--- config.mk ---
export PLATFORM = sky130hd
export DESIGN_NAME = intpol2_d4_seq
export DESIGN_NICKNAME = d
export VERILOG_FILES = /design/src/rtl/intpol2_D4_pkg.sv /design/src/rtl/intpol2_D4_coef.sv /design/src/rtl/intpol2_d4_seq.sv
export SDC_FILE = /design/constraint.sdc
export NUM_CORES = 1
export LEC_CHECK = 0
export CORE_MARGIN = 10
export CORE_UTILIZATION = 50
export CTS_CLUSTER_SIZE = 14
export DETAILED_ROUTE_END_ITERATION = 6
export PLACE_DENSITY = 0.82
export SETUP_SLACK_MARGIN = 0.4
export SLEW_MARGIN = 0
export SYNTH_ARGS = -nofsm -noshare
export SYNTH_HDL_FRONTEND = slang
export SYNTH_SLANG_ARGS = --single-unit
--- constraint.sdc ---
create_clock -name clk -period 5 [get_ports clk]
set_input_delay 0.5 -clock clk [delete_from_list [all_inputs] [get_ports clk]]
set_output_delay 0.5 -clock clk [all_outputs]
set_load 0.1 [all_outputs]
--- src/rtl/intpol2_D4_pkg.sv ---
// Shared types and constants for the interpolate-by-4 quadratic sequencer.
package intpol2_D4_pkg;

   // Sequencer states: fill the window, wait for a sample, latch coefficients, issue phases
   typedef enum logic [1:0] {
      ST_PRIME = 2'd0,
      ST_IDLE  = 2'd1,
      ST_COEF  = 2'd2,
      ST_RUN   = 2'd3
   } state_t;

   // Select codes understood by the squared block: xi2 = 0, x2, 4*x2, 9*x2
   localparam logic [1:0] SEL_ZERO = 2'b00;
   localparam logic [1:0] SEL_X    = 2'b01;
   localparam logic [1:0] SEL_SHL2 = 2'b10;
   localparam logic [1:0] SEL_REC  = 2'b11;

   // Interpolation factor: phases k = 0..PHASES-1 per input sample
   localparam int PHASES = 4;

   // Extra bits on the linear coefficient so 8*d1 - 4*d2 is exact
   localparam int C1_HEADROOM = 5;

   // Map phase index k to the select that yields k*k*x2 downstream
   function automatic logic [1:0] phase_sel(input logic [1:0] k);
      logic [1:0] sel;
      case (k)
         2'd0:    sel = SEL_ZERO;
         2'd1:    sel = SEL_X;
         2'd2:    sel = SEL_SHL2;
         default: sel = SEL_REC;
      endcase
      return sel;
   endfunction

endpackage

--- src/rtl/intpol2_D4_coef.sv ---
// Coefficient register: second difference x2, base y0 and linear term c1,
// computed from the 3-sample window and captured when i_load is high.
module intpol2_D4_coef
   import intpol2_D4_pkg::*;
#(
   parameter int W      = 32,
   parameter int N_bits = 2
) (
   input  logic                            clk,
   input  logic                            rstn,
   input  logic                            i_load,
   input  logic signed [W-1:0]             i_y0,
   input  logic signed [W-1:0]             i_y1,
   input  logic signed [W-1:0]             i_y2,
   output logic signed [W+N_bits-1:0]      o_x2,
   output logic signed [W-1:0]             o_y0,
   output logic signed [W+C1_HEADROOM-1:0] o_c1
);

   localparam int CW = W + C1_HEADROOM;
   localparam int XW = W + N_bits;

   // All arithmetic is done at the c1 width; d1 needs W+1 bits, d2 needs W+2,
   // and 8*d1 - 4*d2 needs W+5, so nothing here can overflow.
   logic signed [CW-1:0] w_y0_ext;
   logic signed [CW-1:0] w_y1_ext;
   logic signed [CW-1:0] w_y2_ext;
   logic signed [CW-1:0] w_d1;
   logic signed [CW-1:0] w_d2;
   logic signed [CW-1:0] w_c1;

   logic signed [XW-1:0] r_x2;
   logic signed [W-1:0]  r_y0;
   logic signed [CW-1:0] r_c1;

   assign w_y0_ext = CW'(i_y0);
   assign w_y1_ext = CW'(i_y1);
   assign w_y2_ext = CW'(i_y2);
   assign w_d1     = w_y1_ext - w_y0_ext;
   assign w_d2     = w_y0_ext - (w_y1_ext <<< 1) + w_y2_ext;
   assign w_c1     = (w_d1 <<< 3) - (w_d2 <<< 2);

   // Capture coefficients on load; they stay put until the next load
   always_ff @(posedge clk or negedge rstn) begin
      if (!rstn) begin
         r_x2 <= '0;
         r_y0 <= '0;
         r_c1 <= '0;
      end else if (i_load) begin
         r_x2 <= XW'(w_d2);
         r_y0 <= i_y0;
         r_c1 <= w_c1;
      end
   end

   assign o_x2 = r_x2;
   assign o_y0 = r_y0;
   assign o_c1 = r_c1;

endmodule

--- src/rtl/intpol2_d4_seq.sv ---
// Sequencer and coefficient front-end for the interpolate-by-4 quadratic
// datapath: keeps a 3-sample window, latches coefficients per sample and
// steps the squared block through four phases with a valid/ready output.
module intpol2_d4_seq
   import intpol2_D4_pkg::*;
#(
   parameter int DATAPATH_WIDTH = 32,
   parameter int N_bits         = 2   // must be at least 2 to hold d2 exactly
) (
   input  logic                                         clk,
   input  logic                                         rstn,
   input  logic                                         clear,
   input  logic                                         s_valid,
   output logic                                         s_ready,
   input  logic signed [DATAPATH_WIDTH-1:0]             s_data,
   output logic                                         en_xi2,
   output logic [1:0]                                   sel_xi2,
   output logic signed [DATAPATH_WIDTH+N_bits-1:0]      x2,
   output logic                                         m_valid,
   input  logic                                         m_ready,
   output logic [1:0]                                   phase_o,
   output logic signed [DATAPATH_WIDTH-1:0]             y0_o,
   output logic signed [DATAPATH_WIDTH+C1_HEADROOM-1:0] c1_o
);

   localparam int W = DATAPATH_WIDTH;
   localparam logic [1:0] K_LAST = 2'(PHASES - 1);

   state_t          r_state;
   state_t          w_state_next;
   logic [1:0]      r_k;
   logic [1:0]      w_k_next;
   logic            r_cnt;        // samples taken so far while priming (0 or 1)
   logic            w_cnt_next;

   logic signed [W-1:0] r_y0;
   logic signed [W-1:0] r_y1;
   logic signed [W-1:0] r_y2;

   logic            r_m_valid;
   logic [1:0]      r_phase;

   logic            w_accept;
   logic            w_issue;
   logic            w_load;

   // Handshake decode: clear overrides both a pending sample and a pending issue
   always_comb begin
      s_ready  = (r_state == ST_PRIME) || (r_state == ST_IDLE);
      w_accept = s_valid && s_ready && !clear;
      w_issue  = (r_state == ST_RUN) && (!r_m_valid || m_ready) && !clear;
      w_load   = (r_state == ST_COEF) && !clear;
      en_xi2   = w_issue;
      sel_xi2  = w_issue ? phase_sel(r_k) : SEL_ZERO;
   end

   // Next-state logic for the sequencer, phase counter and priming counter
   always_comb begin
      w_state_next = r_state;
      w_k_next     = r_k;
      w_cnt_next   = r_cnt;
      if (clear) begin
         w_state_next = ST_PRIME;
         w_k_next     = 2'd0;
         w_cnt_next   = 1'b0;
      end else begin
         case (r_state)
            ST_PRIME: begin
               if (w_accept) begin
                  if (r_cnt) begin
                     w_state_next = ST_IDLE;
                     w_cnt_next   = 1'b0;
                  end else begin
                     w_cnt_next   = 1'b1;
                  end
               end
            end
            ST_IDLE: begin
               if (w_accept) begin
                  w_state_next = ST_COEF;
               end
            end
            ST_COEF: begin
               w_state_next = ST_RUN;
               w_k_next     = 2'd0;
            end
            ST_RUN: begin
               if (w_issue) begin
                  w_k_next = r_k + 2'd1;
                  if (r_k == K_LAST) begin
                     w_state_next = ST_IDLE;
                  end
               end
            end
            default: begin
               w_state_next = ST_PRIME;
               w_k_next     = 2'd0;
               w_cnt_next   = 1'b0;
            end
         endcase
      end
   end

   // State register
   always_ff @(posedge clk or negedge rstn) begin
      if (!rstn) begin
         r_state <= ST_PRIME;
         r_k     <= 2'd0;
         r_cnt   <= 1'b0;
      end else begin
         r_state <= w_state_next;
         r_k     <= w_k_next;
         r_cnt   <= w_cnt_next;
      end
   end

   // Sample window: oldest in y0, newest in y2; only reset zeroes it
   always_ff @(posedge clk or negedge rstn) begin
      if (!rstn) begin
         r_y0 <= '0;
         r_y1 <= '0;
         r_y2 <= '0;
      end else if (w_accept) begin
         r_y0 <= r_y1;
         r_y1 <= r_y2;
         r_y2 <= s_data;
      end
   end

   // Phase output register: an issue loads the next phase, acceptance alone empties it
   always_ff @(posedge clk or negedge rstn) begin
      if (!rstn) begin
         r_m_valid <= 1'b0;
         r_phase   <= 2'd0;
      end else if (clear) begin
         r_m_valid <= 1'b0;
      end else if (w_issue) begin
         r_m_valid <= 1'b1;
         r_phase   <= r_k;
      end else if (m_ready) begin
         r_m_valid <= 1'b0;
      end
   end

   assign m_valid = r_m_valid;
   assign phase_o = r_phase;

   intpol2_D4_coef #(
      .W      (W),
      .N_bits (N_bits)
   ) u_coef (
      .clk    (clk),
      .rstn   (rstn),
      .i_load (w_load),
      .i_y0   (r_y0),
      .i_y1   (r_y1),
      .i_y2   (r_y2),
      .o_x2   (x2),
      .o_y0   (y0_o),
      .o_c1   (c1_o)
   );

endmodule

Yosys cells after proc, flatten, opt, wreduce, memory -nomap -nowiden
Cells that the tools add are included.
{ "word_totals": {"ramBits": 0, "wordCells": 66, "inputBits": 37, "rom_bits": 0, "mem_count": 0, "latchBits": 0, "ff_bits": 207} }
{ "op_classes": {"n_div": 0, "order_cmp": 0, "eq_ne": 11, "bitwise": 1, "reduce_logical": 19, "mul": 0, "mux": 19, "shift": 0, "addsub": 5} }
{ "op_table": {"columns": ["operator", "n"], "rows": [
  ["$sub A37 B37 Y37", 1],
  ["$add A34 B32 Y35", 1],
  ["$sub A32 B33 Y34", 1],
  ["$sub A32 B32 Y33", 1],
  ["$mux W2", 9],
  ["$ne A3 B3 Y1 const B", 4],
  ["$eq A2 B2 Y1 const B", 4],
  ["$pmux W2 S4", 1],
  ["$mux W1", 7],
  ["$pmux W2 S3", 1],
  ["$reduce_and A2 Y1", 3],
  ["$reduce_bool A3 Y1", 2],
  ["$logic_and A1 B1 Y1", 5],
  ["$reduce_and A5 Y1", 1],
  ["$eq A2 B1 Y1 const B", 2],
  ["$logic_not A2 Y1", 2],
  ["$pmux W2 S2", 1],
  ["$reduce_bool A2 Y1", 2],
  ["$ne A3 B2 Y1 const B", 1],
  ["$add A2 B1 Y2 const B", 1],
  ["$logic_not A1 Y1", 2],
  ["$logic_or A1 B1 Y1", 2],
  ["$not A1 Y1", 1]
]} }

Depth between registers and ports, before layout
Gate-level depths: netlist of the first run.
{ "logic_depth": {"ltp_word": 7, "depth_mapped": 26, "ltp_nobuf": 25} }

Modules after synthesis
Synthesis of the first run repeated with hierarchy kept, for this count alone.
{ "unflattened": {"cells_unflattened": 1355, "hier_area_um2": 13977.2} }
{ "modules_own_cells": {"columns": ["mod", "cells_per_inst", "seq_area_each_um2", "area_each_um2", "instances"], "rows": [
  ["intpol2_D4_coef", 1101, 2502.4, 9902.0, 1],
  ["intpol2_d4_seq", 254, 2602.5, 4075.2, 1]
]} }

Worst setup path after synthesis of the first run
OpenSTA, ideal clock, no wires.
{ "synth_timing": {"path_kind": "register to register", "from": "register r_y1[1]", "to": "register u_coef.r_c1[36], in the netlist u_coef.o_c1[36]", "setup_ns": 0.129, "arrival_time_ns": 4.800, "n_path_buf": 0, "required_time_ns": 4.871, "slack_ns": 0.071, "stages_incl_launch_ff": 21, "cell_sequence": "dfrtp_1 fa_1 inv_1 ha_1 a21oi_1 o21bai_1 nor3b_1 or3_1 a41o_1 a211oi_1 xor2_1 ha_1 a21oi_1 o21ai_0 a211o_1 a211o_1 a21o_1 a2111o_1 nand3_1 xnor2_1 o21ai_1"} }
{ "synth_via": {"elab_chain_len": 3, "elab_cells_between_ends": 4, "cone_classes": "add/sub: 4"} }
{ "synth_lines": {"columns": ["element", "line", "text"], "rows": [
  ["start, declared", "intpol2_d4_seq.sv:37", "logic signed [W-1:0] r_y1;"],
  ["start signal, assigned", "intpol2_d4_seq.sv:125", "r_y1 <= r_y2;"],
  ["$sub A32 B33 Y34", "intpol2_D4_coef.sv:40", "assign w_d2 = w_y0_ext - (w_y1_ext <<< 1) + w_y2_ext;"],
  ["$add A34 B32 Y35", "intpol2_D4_coef.sv:40", null],
  ["$sub A37 B37 Y37 *", "intpol2_D4_coef.sv:41", "assign w_c1 = (w_d1 <<< 3) - (w_d2 <<< 2);"],
  ["end signal, assigned", "intpol2_D4_coef.sv:52", "r_c1 <= w_c1;"],
  ["end, declared", "intpol2_D4_coef.sv:34", "logic signed [CW-1:0] r_c1;"]
]} }
Every way passes the cells marked *; elsewhere a longest branch is shown, timed or not.
A chain may end at the register's enable or synchronous reset.

Worst setup path in the final report of the first run
{ "layout_timing": {"from": "register r_y2[5]", "to": "register u_coef.r_c1[36], in the netlist u_coef.o_c1[36]"} }
{ "layout_via": {"elab_chain_len": 2} }
{ "layout_lines": {"columns": ["element", "line", "text"], "rows": [
  ["start, declared", "intpol2_d4_seq.sv:38", "logic signed [W-1:0] r_y2;"],
  ["start signal, assigned", "intpol2_d4_seq.sv:126", "r_y2 <= s_data;"],
  ["$add A34 B32 Y35", "intpol2_D4_coef.sv:40", null],
  ["$sub A37 B37 Y37", "intpol2_D4_coef.sv:41", null]
]} }
No other way between the ends.

==> results of run 1 <==
[kinds of logic after synthesis]
family / share of synthesized area
muxes: 0.0317
buffers and inverters: 0.0622
AOI/OAI and AO/OA: 0.199
other: 0.000279
xor gates and xnor gates: 0.0560
DFF: 0.379
and+or+nand+nor: 0.123
adders and majority gates: 0.149
[how the worst max path moves through the flow]
stage                      end  startpoint  slack, ns
2_1_floorplan  u_coef.o_c1[36]     r_y1[1]       0.38
3_5_place_dp   u_coef.o_c1[36]    r_y0[10]      -0.27
6_report       u_coef.o_c1[36]     r_y2[5]       0.02
5_1_grt        u_coef.o_c1[36]    r_y1[17]      -0.22
3_3_place_gp   u_coef.o_c1[36]    r_y0[12]      -0.20
4_1_cts        u_coef.o_c1[36]     r_y2[2]       0.07
[through the flow]
step | instances | TNS, ns | hold slack, ns | instance area [sq um] | setup WS (ns)
after global routing | 2075 | -1.13 | 0.0920 | 17400 | -0.217
after global placement | 2005 | -0.674 | 0.461 | 15900 | -0.203
after CTS | 2058 | 0 | 0.0852 | 17000 | 0.0697
final | 2075 | 0 | 0.0429 | 17400 | 0.0192
after detailed placement | 2005 | -1.16 | 0.470 | 15900 | -0.265
after floorplan | 1484 | 0 | 0.204 | 13500 | 0.378
[state kept, by name (all words and copies together), names as in the netlist]
signal       flops
u_coef.o_c1     34
u_coef.o_x2     34
r_y0            32
r_y1            32
r_y2            32
u_coef.o_y0     32
phase_o          2
r_k              2
r_state          2
m_valid          1
r_cnt            1
[metal layers]
| metal | global-route usage | vias to the layer above | wire, um |
|---|---|---|---|
| li1 | - | 5535 | - |
| met1 | 0.270 | 5517 | 15800 |
| met2 | 0.365 | 215 | 17900 |
| met3 | 0.0352 | 42 | 1790 |
| met4 | 0.0469 | 0 | 589 |
| met5 | 0 | - | 0 |
[final cells by class]
class | count | area, sq um | area share
repair buffers | 265 | 2390 | 0.137
well taps | 341 | 427 | 0.0245
clock buffers | 27 | 631 | 0.0362
flip-flops and latches | 204 | 5100 | 0.293
multi-input cells | 1071 | 8090 | 0.464
clock inverters | 14 | 208 | 0.0119
inverters | 153 | 574 | 0.0330
[synthesized netlist by cell type (5+ instances only)]
master | n | area (sq um)
xnor2_1 | 46 | 403
clkbuf_1 | 44 | 165
nor2_1 | 48 | 180
fa_1 | 34 | 681
a21oi_1 | 83 | 415
nand2b_1 | 20 | 125
xor2_1 | 40 | 350
a31oi_1 | 7 | 43.8
and3_1 | 8 | 50.1
nor3b_1 | 5 | 37.5
o21bai_1 | 10 | 75.1
a211oi_1 | 9 | 67.6
o21ai_1 | 6 | 30.0
mux2_2 | 37 | 417
nand2_1 | 213 | 800
nor2b_1 | 9 | 56.3
nor3_1 | 8 | 40.0
ha_1 | 106 | 1330
inv_1 | 153 | 574
o21ai_0 | 199 | 996
a21o_1 | 46 | 345
o31ai_1 | 5 | 37.5
nand3_1 | 22 | 110
nand4_1 | 9 | 56.3
o21a_1 | 13 | 97.6
dfrtp_1 | 204 | 5100
[repair_timing]
item | CTS | global route
resized for setup | 49 | 71
endpoints found under the setup margin | 19 | 20
gates cloned | 0 | 0
pin swaps | 35 | 46
buffers inserted | 12 | 17
==> metrics.csv, run 1 <==
metric,value,unit
Post-Syn Area,13500,sq um
worst path bufs/invs,3,
Final min period,4.98,ns
CP Launch Type,flop,
Critical Path Sink Type,flop,
Synth Register Bits,204,
synth warn,0,
worst path cell trace,inv_2 > fa_1 > inv_2 > ha_4 > a2111o_1 > o21ai_4 > o21ai_4 > a31oi_4 > o21bai_1 > a21o_1 > buf_4 > xnor2_4 > ha_4 > nand4_1 > nor3_4 > a211o_1 > a211o_1 > a21o_1 > a2111o_1 > nand3_2 > xnor2_1 > o21ai_1,
R2R setup slack,0.02,ns
CTS H-tree depth,1,
Worst EP required,5.38,ns
first-pass GRT wire length,59000,um
CTS buffer count,23,
crit-path max cell delay,0.56,ns
routability cong.,0.889,
drt drc,0,
IO Count,147,
period utilization,0.996,
Slew Limit Headroom,0.302,
Die W,184,um
CP arrival,5.36,ns
clock latency on the worst-skew pair,0.51,ns
Layout Nets,1895,
hold crit path type,input port to asynchronous set/reset pin,
ys flop type,dfrtp_1,
total wire length,36100,um
final clock skew,0.0107,ns
"critical path fanouts, max",4,
Worst-Margin Slew,1.04,ns
Worst-path clk slew,0.06,ns
fraction of layout cells with a size suffix above 1,0.182,
critical path type,flop to flop,
post-synthesis sequential area ratio,0.379,
"Core Util, Final",0.652,
grt total ovfl,0,
TritonCTS Sinks,204,
vias per cell,5.45,
gr usage total,0.211,
hold_buf cts,0,
Synth Instances,1483,
CTS tree,built,
CP max stage cell,fa_1,
"FFs w/ async S/R, synth",1.00,
area grow syn2layout,29.4,%
Pins Over Slew Limit,0,
CTS root buf,clkbuf_16,
initial drt markers,639,
Cell variety after synth,83,
HPWL Detailed,27100,um
most frequent cells in the layout,"nand2_1, dfrtp_1, o21ai_0, inv_1, clkdlybuf4s50_1",
initial core utilization,0.504,
total core area,26700,sq um
Peak Freq,0.201,GHz
final setup violation count,0,
CTS max path bufs,3,
FP Rows,60,
RR Endpoint,u_coef.o_c1[36],
Max-cap violations,0,
number of synthesized flops with an enable pin,0,
R2R cell count,22,
Buffers on Ports,144,
outcome,"finished, final reports clean",
"commonest non-fill, non-tap cell in the layout",nand2_1,
"Hold Vio Cnt, Final",0,
number of global-route vias before repair,11600,
Die Y,184,um
antenna cells,0,
drt pass-1 iters,5,
Via Count,11300,
Critical R2R Launch,r_y2[5],
DR WL/cell,17.4,um
# fillers,2110,
synthesized area per cell,9.08,sq um
ANT nets after route,0,
Top delay family on crit path,compound AO/OA/AOI/OAI gates,
largest net degree at the start of global routing,160,
CP Depth,22,
antenna violations before repair,0,
setup repair after global routing missed its margin,true,
Die Area,33900,sq um
Power of run 1 is not shown: default switching activity piles up to over one toggle a cycle in this logic, so the estimate is an artifact.
==> run 2, diff against run 1 <==
--- a/config.mk
+++ b/config.mk
@@ -6,10 +6,11 @@
 export NUM_CORES = 1
 export LEC_CHECK = 0
 export CORE_MARGIN = 10
-export CORE_UTILIZATION = 50
+export CORE_UTILIZATION = 52
+export CTS_CLUSTER_DIAMETER = 50
 export CTS_CLUSTER_SIZE = 14
 export DETAILED_ROUTE_END_ITERATION = 6
-export PLACE_DENSITY = 0.82
+export PLACE_DENSITY = 0.84
 export SETUP_SLACK_MARGIN = 0.4
 export SLEW_MARGIN = 0
 export SYNTH_ARGS = -nofsm -noshare
==> metrics.csv, run 2 (synthesized netlist as in run 1, its figures left out) <==
metric,value,unit,change
CP arrival,5.43,ns,+0.07 ns
outcome,"complete, but fails checks",,
HPWL Detailed,27000,um,-0.53%
CTS root buf,clkbuf_16,,
DR WL/cell,17.6,um,+1.6%
Max-cap violations,0,,unchanged
"critical path fanouts, max",3,,-1
Worst-Margin Slew,1.09,ns,+0.0425 ns
fraction of layout cells with a size suffix above 1,0.207,,+0.0253
initial core utilization,0.532,,+0.0278
failing checks,negative setup slack,,
final clock skew,0.0171,ns,+0.00638 ns
Post-DP Area,15900,sq um,+0.34%
Final Cell Area,17700,sq um,+1.8%
worst setup margin,-0.0529,ns,-0.0721 ns
CTS tree,built,,
period utilization,1.01,,+0.0144
hold_buf cts,0,,unchanged
placed insts,2003,,-0.10%
met1 Usage GRT,0.270,,about the same
R2R setup slack,-0.05,ns,-0.07 ns
vias per cell,5.53,,+1.5%
antenna violations before repair,0,,unchanged
ANT nets after route,0,,unchanged
clock latency on the worst-skew pair,0.53,ns,+0.02 ns
Buffers on Ports,144,,unchanged
WHS,0.0842,ns,+0.0413 ns
Final min period,5.05,ns,+0.0721 ns
"commonest non-fill, non-tap cell in the layout",nand2_1,,
Via Count,11600,,+2.4%
most used routing layer,met2,,
Non-Filler Instances,2094,,+0.92%
CP Launch Type,flop,,
first-pass GRT wire length,59700,um,+1.2%
drt pass-1 iters,6,,+1
antenna cells,0,,unchanged
"Hold Vio Cnt, Final",0,,unchanged
Layout Nets,1927,,+1.7%
Die W,181,um,-1.7%
gr usage total,0.215,,+0.00376
area grow syn2layout,31.8,%,
Worst EP required,5.37,ns,about the same
CTS max path bufs,3,,unchanged
Slew Limit Headroom,0.274,,-0.0284
Die Y,181,um,-1.7%
final setup violation count,1,,+1
GR Layer Usage met2,0.374,,+0.00926
Critical Path Sink Type,flop,,
Critical R2R Launch,r_y2[2],,
most frequent cells in the layout,"nand2_1, dfrtp_1, o21ai_0, buf_4",,
number of global-route vias before repair,11700,,+1.1%
CTS buffer count,23,,unchanged
setup repair after global routing missed its margin,true,,
R2R cell count,23,,+4.5%
total core area,25300,sq um,-5.2%
critical path type,flop to flop,,
CTS H-tree depth,1,,unchanged
routability cong.,0.910,,+2.4%
Pins Over Slew Limit,0,,unchanged
largest net degree at the start of global routing,160,,unchanged
FP Rows,58,,-3.3%
RR Endpoint,u_coef.o_c1[36],,
Worst-path clk slew,0.07,ns,about the same
TritonCTS Sinks,204,,unchanged
Die Area,32700,sq um,-3.4%
initial drt markers,760,,+19%
met3 usage,0.0372,,+0.00198
IO Count,147,,unchanged
hold crit path type,input port to asynchronous set/reset pin,,
grt total ovfl,0,,unchanged
total wire length,37000,um,+2.5%
drt drc,0,,unchanged
Peak Freq,0.198,GHz,-1.4%
-- run 2: worst max-delay path: stages (launching register included) --
cell and delay [ns]:
dfrtp_1 0.36, inv_2 0.05, fa_1 0.54, inv_2 0.04
ha_4 0.22, a21oi_4 0.17, o21bai_4 0.09, nor3b_4 0.16
or3_4 0.39, a41o_1 0.23, a211oi_2 0.30, buf_4 0.18
o41ai_4 0.07, xnor2_2 0.22, ha_4 0.25, a21oi_1 0.18
o21ai_1 0.11, a21o_1 0.18, a211o_1 0.28, a21o_1 0.21
a2111o_1 0.40, nand3_2 0.09, xnor2_1 0.11, o21ai_1 0.07
-- run 2: metrics by stage --
step | worst slack, ns | TNS [ns] | util
after CTS | 0.0773 | 0 | 0.684
after global routing | -0.217 | -0.917 | 0.700
after detailed placement | -0.234 | -1.41 | 0.629
final | -0.0529 | -0.0529 | 0.700
after floorplan | 0.378 | 0 | -
after global placement | -0.175 | -0.499 | 0.629
-- run 2: layer usage --
layer / share of wire / vias to the layer above / routed length, um
li1: - / 5599 / -
met1: 0.42 / 5583 / 15500
met2: 0.50 / 327 / 18400
met3: 0.057 / 72 / 2090
met4: 0.024 / 0 / 887
met5: 0 / - / 0
-- run 2: repair_timing --
item                                    in CTS  in global routing
buffers inserted                            35                 17
pin swaps                                   68                 73
endpoints found under the setup margin      19                 19
gates resized for setup                     87                 65
-- run 2: final cells by class --
| class | instances | area, sq um |
|---|---|---|
| Clock inverter | 14 | 188 |
| Inverter | 153 | 574 |
| Multi-Input combinational cell | 1071 | 8230 |
| Tap cell | 330 | 413 |
| Timing Repair Buffer | 297 | 2640 |
| Clock buffer | 25 | 583 |
| Fill cell | 1883 | 7590 |
| Sequential cell | 204 | 5110 |
-- run 2: how the worst max path moves through the flow --
stage	end	startpoint	cells after the start	slack (ns)
2_1_floorplan	u_coef.o_c1[36]	r_y1[1]	20	0.38
3_3_place_gp	u_coef.o_c1[36]	r_y1[1]	22	-0.17
3_5_place_dp	u_coef.o_c1[36]	r_y1[1]	22	-0.23
4_1_cts	u_coef.o_c1[36]	r_y1[1]	22	0.08
5_1_grt	u_coef.o_c1[36]	r_y1[1]	23	-0.22
6_report	u_coef.o_c1[36]	r_y2[2]	23	-0.05
Power of run 2 is left out for the same reason.
